--- src/rtl/pc_seq_unit_if.sv ---
// Control/status bundle between the core controller and the PC sequencer.
// The controller side uses the master modport; the sequencer uses slave.
interface pc_seq_unit_if #(
    parameter int unsigned ADDR_W    = 16,
    parameter int unsigned RAS_DEPTH = 4
);
    localparam int unsigned CntW = $clog2(RAS_DEPTH) + 1;

    logic              commit;
    logic              stall;
    logic              if_en;
    logic              br_taken;
    logic [ADDR_W-1:0] br_off;
    logic              jmp_en;
    logic [ADDR_W-1:0] jmp_tgt;
    logic              call;
    logic              ret;
    logic [ADDR_W-1:0] inst_addr;
    logic [ADDR_W-1:0] pc;
    logic              ras_ovf;
    logic              ras_unf;
    logic [CntW-1:0]   ras_cnt;

    modport master (
        output commit, stall, if_en, br_taken, br_off, jmp_en, jmp_tgt, call, ret,
        input  inst_addr, pc, ras_ovf, ras_unf, ras_cnt
    );

    modport slave (
        input  commit, stall, if_en, br_taken, br_off, jmp_en, jmp_tgt, call, ret,
        output inst_addr, pc, ras_ovf, ras_unf, ras_cnt
    );
endinterface

--- src/rtl/pc_seq_unit.sv ---
// Program-counter sequencer: relative branch, absolute jump, call/return through a
// circular return-address stack, and stall. PC advances once per committed instruction.
module pc_seq_unit #(
    parameter int unsigned       ADDR_W    = 16,
    parameter logic [ADDR_W-1:0] RESET_VEC = '0,
    parameter int unsigned       RAS_DEPTH = 4
) (
    input logic          clk,
    input logic          rst,
    pc_seq_unit_if.slave bus
);
    localparam int unsigned PtrW = $clog2(RAS_DEPTH);
    localparam int unsigned CntW = PtrW + 1;
    localparam logic [CntW-1:0] CntFull = CntW'(RAS_DEPTH);

    logic [ADDR_W-1:0] pc_q, pc_d;
    logic [PtrW-1:0]   ptr_q, ptr_d;
    logic [CntW-1:0]   cnt_q, cnt_d;
    logic              ovf_q, ovf_d;
    logic              unf_q, unf_d;
    logic [ADDR_W-1:0] ras_q [RAS_DEPTH];

    logic              upd;
    logic              push;
    logic [ADDR_W-1:0] pc_inc;
    logic [PtrW-1:0]   ptr_dec;

    assign upd     = bus.commit & ~bus.stall;
    assign pc_inc  = pc_q + ADDR_W'(1);
    assign ptr_dec = ptr_q - PtrW'(1);

    // ret > jmp_en > br_taken > sequential; lower requests are dropped
    always_comb begin
        pc_d  = pc_q;
        ptr_d = ptr_q;
        cnt_d = cnt_q;
        ovf_d = 1'b0;
        unf_d = 1'b0;
        push  = 1'b0;
        if (upd) begin
            if (bus.ret) begin
                if (cnt_q != '0) begin
                    pc_d  = ras_q[ptr_dec];
                    ptr_d = ptr_dec;
                    cnt_d = cnt_q - CntW'(1);
                end else begin
                    pc_d  = pc_inc;
                    unf_d = 1'b1;
                end
            end else if (bus.jmp_en) begin
                pc_d = bus.jmp_tgt;
                if (bus.call) begin
                    push  = 1'b1;
                    ptr_d = ptr_q + PtrW'(1);
                    // Full stack: the write pointer sits on the oldest entry, so it is overwritten
                    if (cnt_q == CntFull) begin
                        ovf_d = 1'b1;
                    end else begin
                        cnt_d = cnt_q + CntW'(1);
                    end
                end
            end else if (bus.br_taken) begin
                pc_d = pc_inc + bus.br_off;
            end else begin
                pc_d = pc_inc;
            end
        end
    end

    always_ff @(posedge clk or posedge rst) begin
        if (rst) begin
            pc_q  <= RESET_VEC;
            ptr_q <= '0;
            cnt_q <= '0;
            ovf_q <= 1'b0;
            unf_q <= 1'b0;
        end else begin
            pc_q  <= pc_d;
            ptr_q <= ptr_d;
            cnt_q <= cnt_d;
            ovf_q <= ovf_d;
            unf_q <= unf_d;
        end
    end

    always_ff @(posedge clk or posedge rst) begin
        if (rst) begin
            for (int i = 0; i < RAS_DEPTH; i++) begin
                ras_q[i] <= '0;
            end
        end else if (push) begin
            ras_q[ptr_q] <= pc_inc;
        end
    end

    assign bus.inst_addr = bus.if_en ? pc_q : '0;
    assign bus.pc        = pc_q;
    assign bus.ras_ovf   = ovf_q;
    assign bus.ras_unf   = unf_q;
    assign bus.ras_cnt   = cnt_q;
endmodule

--- src/flat_wrapper.sv ---
// flat-port wrapper written by rule: the top's interface ports become plain ports
module pc_seq_unit_flat 
#(
    parameter int unsigned       ADDR_W    = 16,
    parameter logic [ADDR_W-1:0] RESET_VEC = '0,
    parameter int unsigned       RAS_DEPTH = 4
)
  (clk, rst, bus_commit, bus_stall, bus_if_en, bus_br_taken, bus_br_off, bus_jmp_en, bus_jmp_tgt, bus_call, bus_ret, bus_inst_addr, bus_pc, bus_ras_ovf, bus_ras_unf, bus_ras_cnt);
  pc_seq_unit_if #(.ADDR_W(ADDR_W), .RAS_DEPTH(RAS_DEPTH)) bus_i ();
  input logic clk;
  input logic rst;
  input wire logic [$bits(bus_i.commit)-1:0] bus_commit;
  input wire logic [$bits(bus_i.stall)-1:0] bus_stall;
  input wire logic [$bits(bus_i.if_en)-1:0] bus_if_en;
  input wire logic [$bits(bus_i.br_taken)-1:0] bus_br_taken;
  input wire logic [$bits(bus_i.br_off)-1:0] bus_br_off;
  input wire logic [$bits(bus_i.jmp_en)-1:0] bus_jmp_en;
  input wire logic [$bits(bus_i.jmp_tgt)-1:0] bus_jmp_tgt;
  input wire logic [$bits(bus_i.call)-1:0] bus_call;
  input wire logic [$bits(bus_i.ret)-1:0] bus_ret;
  output wire logic [$bits(bus_i.inst_addr)-1:0] bus_inst_addr;
  output wire logic [$bits(bus_i.pc)-1:0] bus_pc;
  output wire logic [$bits(bus_i.ras_ovf)-1:0] bus_ras_ovf;
  output wire logic [$bits(bus_i.ras_unf)-1:0] bus_ras_unf;
  output wire logic [$bits(bus_i.ras_cnt)-1:0] bus_ras_cnt;
  assign bus_i.commit = bus_commit;
  assign bus_i.stall = bus_stall;
  assign bus_i.if_en = bus_if_en;
  assign bus_i.br_taken = bus_br_taken;
  assign bus_i.br_off = bus_br_off;
  assign bus_i.jmp_en = bus_jmp_en;
  assign bus_i.jmp_tgt = bus_jmp_tgt;
  assign bus_i.call = bus_call;
  assign bus_i.ret = bus_ret;
  assign bus_inst_addr = bus_i.inst_addr;
  assign bus_pc = bus_i.pc;
  assign bus_ras_ovf = bus_i.ras_ovf;
  assign bus_ras_unf = bus_i.ras_unf;
  assign bus_ras_cnt = bus_i.ras_cnt;
  pc_seq_unit #(.ADDR_W(ADDR_W), .RESET_VEC(RESET_VEC), .RAS_DEPTH(RAS_DEPTH)) u_core (.clk(clk), .rst(rst), .bus(bus_i));
endmodule
--- config.mk ---
export PLATFORM = sky130hd
export DESIGN_NAME = pc_seq_unit_flat
export DESIGN_NICKNAME = d
export VERILOG_FILES = /design/src/rtl/pc_seq_unit_if.sv /design/src/rtl/pc_seq_unit.sv /design/src/flat_wrapper.sv
export SDC_FILE = /design/constraint.sdc
export NUM_CORES = 1
export LEC_CHECK = 0
export CORE_ASPECT_RATIO = 0.8
export CORE_MARGIN = 3
export CORE_UTILIZATION = 60
export DETAILED_ROUTE_END_ITERATION = 8
export PLACE_DENSITY = 0.87
export RECOVER_POWER = 50
export REMOVE_ABC_BUFFERS = 1
export SLEW_MARGIN = 20
export SYNTH_ARGS = -nofsm -noshare
export SYNTH_HDL_FRONTEND = slang
export SYNTH_SLANG_ARGS = --single-unit
--- constraint.sdc ---
create_clock -name clk -period 5.8 [get_ports clk]
set_input_delay 0.87 -clock clk [delete_from_list [all_inputs] [get_ports clk]]
set_output_delay 0.87 -clock clk [all_outputs]
set_load 0.005 [all_outputs]
==> results.md <==
* Power per Cell Area at 468 nW/um2
* Slew at the pin closest to its max-slew limit at 1.41 ns
* Data required time of the worst path at 6.03 ns
* Utilization after layout at 0.761
* TritonCTS Sinks at 87
* Routability congestion estimate from global placement at 0.998
* Post-synthesis share of cell area spent on and, or, nand and nor gates at 0.152
* Fin. max-slew vios at 0
* Cell type contributing the most total cell area after synthesis: sky130_fd_sc_hd__dfrtp_1
* WL final at 16200 um
* Total half-perimeter wirelength after legalization and detailed placement at 10900 um
* Proportion of register bits with asynchronous set or reset after synthesis at 1.00
* Top_reg_cell synth: sky130_fd_sc_hd__dfrtp_1
* CTS tree: built
* Type of element capturing the critical path: flip-flop
* Startpoint-to-endpoint class of the critical path: in2reg
* Setup repair after global routing missed its margin: false
* Average wire length per cell after detail routing at 21.1 um
* Most frequent cells in the layout: 90 x sky130_fd_sc_hd__nand2_1, 90 x sky130_fd_sc_hd__o21ai_0, 87 x sky130_fd_sc_hd__dfrtp_1
* Width of the die at 113 um
* Area contributors post-synth: sky130_fd_sc_hd__dfrtp_1 40%, sky130_fd_sc_hd__o21ai_0 8.3%, sky130_fd_sc_hd__mux4_2 6.6%, sky130_fd_sc_hd__nand2_1 6.4%, sky130_fd_sc_hd__ha_1 5.5%
* Pin count of the biggest net entering global routing at 56
* I/O pins at 78
* Via count of the first global-routing pass at 5177
* Power consumption at 3090 uW
* Largest fanout on the critical path at 31
* Post-route insts no fill at 766
* Initial DRT Pass Iterations at 8
* Max IR drop VDD at 0.310 mV
* Reported net switching power at 1200 uW
* Clk_skew at 0.00977 ns
* Worst-case headroom to the max-slew limit at 0.0515
* YS warnings at 0
* Share of power burned in the clock network at 0.214
* Count of max-cap constraint violations at 0
* Min Clock Period, post-route at 3.86 ns
* Achievable Freq at 259 MHz
* Unique cell type count in the Yosys netlist at 62
* Worst slack on hold paths at 0.480 ns
* Arr. time, crit path at 4.08 ns
* Dominant combinational cell family by area after synthesis: compound AO/OA/AOI/OAI gates
* Insertion delay to the later sink of the worst-skew pair at 0.35 ns
* Number of buffers on the longest clock path at 2
* Fraction of the yosys area taken by sequential cells at 0.399
* Total track usage at 0.324
* Share of Yosys cell area claimed by the top area cell type at 0.399
* Fraction of synthesized cell area in xor and xnor cells at 0.0482
* Number of DRC violations after detailed routing at 0
* Internal power at 1890 uW
* Effective utilization at floorplan at 0.629
* Fraction of final layout cells sized beyond drive strength 1 at 0.0841
* Post-synthesis instance area at 5450 um2
* Placed cell count at 750
* Part of the power in combinational logic at 0.446
* Detailed router's first-iteration violation count at 609
* Compound-gate portion of the synthesized area at 0.206
* Worst-path clk slew at 0.06 ns
* EDFF count, synth at 0
* LEAKAGE at 0.00287 uW
* Avg Vias per Cell at 6.61
* Run status: finished clean
* Proportion of synthesized area in mux cells at 0.0854
* Final Hold Fails at 0
* Number of H-tree levels at 3
* Net switching share of the total power at 0.387
* Number of antenna violations at the first check in global routing at 0
* Sequential Power Share at 0.340
* Final critical-path share of the clock period at 0.665
* Port Buffers at 77
* Placeable core area at 8670 um2
* Final antenna diode count at 0
* Post-route setup TNS at 0 ns
* Adder-cell share of the synthesized area at 0.0624
* Post-route ant nets at 0
* Type of the most critical hold path: reg2reg
* Number of setup violations in the final report at 0
* CTS Hold Buffers Added at 0
* Via count at 5066
* Mean cell area of the mapped netlist at 9.27 um2
* Overflow left after global routing at 0
* Number of clock buffers inserted by TritonCTS at 9
* Site row count at 30
* NumNets Final at 716
* Flip-flop and latch count after synthesis at 87
* Postcts setup bufs at 0
* Fill cell count at 603
* Die Ht at 91.3 um
* Cell count after synthesis at 588
* Count of instances resized after the clock tree is built at 0
* Setup crit start kind: input port
* Global-route wire length before repair at 26000 um
* Total die area at 10300 um2
* P&R area growth vs syn at 21.1%
* CTS Root Buffer Type: sky130_fd_sc_hd__clkbuf_16
layer usage:
metal	wire (um)	part of all wire	track usage
met1	6380	0.39	0.437
met2	7490	0.46	0.510
met3	1880	0.12	0.0753
met4	442	0.027	0.123
met5	0	0	0
critical path: stages:
cell and delay (ns):
sky130_fd_sc_hd__clkdlybuf4s50_1 0.77, sky130_fd_sc_hd__inv_1 0.57, sky130_fd_sc_hd__nand2_1 0.17, sky130_fd_sc_hd__nor2_1 0.38
sky130_fd_sc_hd__nand2_1 0.76, sky130_fd_sc_hd__mux2_2 0.54
power by group through the flow:
stage | clock, uW | sequential [uW] | combinational (uW)
floorplan | 0 | 1010 | 884
global placement | 0 | 1030 | 1280
detailed placement | 0 | 1050 | 1350
CTS | 664 | 1040 | 1370
global route | 691 | 1080 | 1510
finish | 662 | 1050 | 1380
state kept, by name (all words and copies together), names as in the netlist:
| signal | cells |
|---|---|
| u_core.bus.pc | 16 |
| u_core.bus.ras_unf | 1 |
| u_core.ras_q | 64 |
| u_core.bus.ras_cnt | 3 |
| u_core.ptr_q | 2 |
| u_core.bus.ras_ovf | 1 |
kinds of logic (layout without fill, tap and decap cells):
kind of cell,count (synthesis),after routing
multiplexers,26,26
buffers and inverters,60,126
XOR/XNOR,30,30
adder cells (fa/ha/maj),26,26
AND/OR/NAND/NOR,172,172
AO/OA/AOI/OAI,187,187
flip-flops,87,87
cells in the mapped netlist, types with 2 or more instances:
| cell type | instances |
|---|---|
| sky130_fd_sc_hd__a311oi_1 | 2 |
| sky130_fd_sc_hd__nand4_1 | 4 |
| sky130_fd_sc_hd__and3_1 | 4 |
| sky130_fd_sc_hd__xor2_1 | 11 |
| sky130_fd_sc_hd__a31oi_1 | 6 |
| sky130_fd_sc_hd__fa_1 | 2 |
| sky130_fd_sc_hd__inv_1 | 27 |
| sky130_fd_sc_hd__nand2_1 | 93 |
| sky130_fd_sc_hd__a222oi_1 | 2 |
| sky130_fd_sc_hd__a21oi_1 | 32 |
| sky130_fd_sc_hd__xnor2_1 | 19 |
| sky130_fd_sc_hd__o22a_1 | 2 |
| sky130_fd_sc_hd__a211oi_1 | 4 |
| sky130_fd_sc_hd__mux2_2 | 4 |
| sky130_fd_sc_hd__and2_1 | 15 |
| sky130_fd_sc_hd__o21ai_0 | 90 |
| sky130_fd_sc_hd__o21a_1 | 2 |
| sky130_fd_sc_hd__o2bb2ai_1 | 2 |
| sky130_fd_sc_hd__o31ai_1 | 2 |
| sky130_fd_sc_hd__buf_4 | 2 |
| sky130_fd_sc_hd__nand3_2 | 2 |
| sky130_fd_sc_hd__buf_2 | 8 |
| sky130_fd_sc_hd__a22oi_1 | 6 |
| sky130_fd_sc_hd__nor3_1 | 5 |
| sky130_fd_sc_hd__mux4_2 | 16 |
| sky130_fd_sc_hd__a21o_1 | 9 |
| sky130_fd_sc_hd__ha_1 | 24 |
| sky130_fd_sc_hd__o211ai_1 | 10 |
| sky130_fd_sc_hd__clkbuf_1 | 19 |
| sky130_fd_sc_hd__nand2b_1 | 2 |
| sky130_fd_sc_hd__nor2_1 | 26 |
| sky130_fd_sc_hd__mux2i_1 | 6 |
| sky130_fd_sc_hd__and4_1 | 2 |
| sky130_fd_sc_hd__dfrtp_1 | 87 |
| sky130_fd_sc_hd__nand3_1 | 6 |
| sky130_fd_sc_hd__o221ai_1 | 3 |
| sky130_fd_sc_hd__nor4_2 | 2 |
| sky130_fd_sc_hd__a221oi_1 | 6 |
cell type report:
| class | count | area [um2] | area share |
|---|---|---|---|
| Multi-Input combinational cell | 441 | 3030 | 0.459 |
| Clock buffer | 10 | 229 | 0.0347 |
| Timing Repair Buffer | 83 | 816 | 0.124 |
| Sequential cell | 87 | 2180 | 0.330 |
| Tap cell | 112 | 140 | 0.0212 |
| Clock inverter | 6 | 109 | 0.0165 |
| Inverter | 27 | 103 | 0.0155 |
per-stage QoR:
step | worst slack (ns) | instance area [um2]
4_1_cts | 2.10 | 6590
2_1_floorplan | 2.68 | 5300
3_5_place_dp | 1.87 | 6260
5_1_grt | 1.70 | 6600
6_report | 1.94 | 6600
3_3_place_gp | 2.02 | 6260
worst paths after layout:
check / startpoint / to / slack, ns / cells after the start
min in group asynchronous: rst / u_core.ras_q[1] / 1.30 / 2
setup / recovery: bus_ret / u_core.ras_q[49] / 1.94 / 6
setup reg to reg: u_core.bus.pc[0] / u_core.bus.pc[15] / 2.05 / 12
max in group asynchronous: rst / u_core.ras_q[10] / 3.18 / 3
hold / removal: u_core.ras_q[37] / u_core.ras_q[37] / 0.48 / 2
hold reg to reg: u_core.ras_q[37] / u_core.ras_q[37] / 0.48 / 2
No activity file was read; power rests on OpenSTA's default activity.
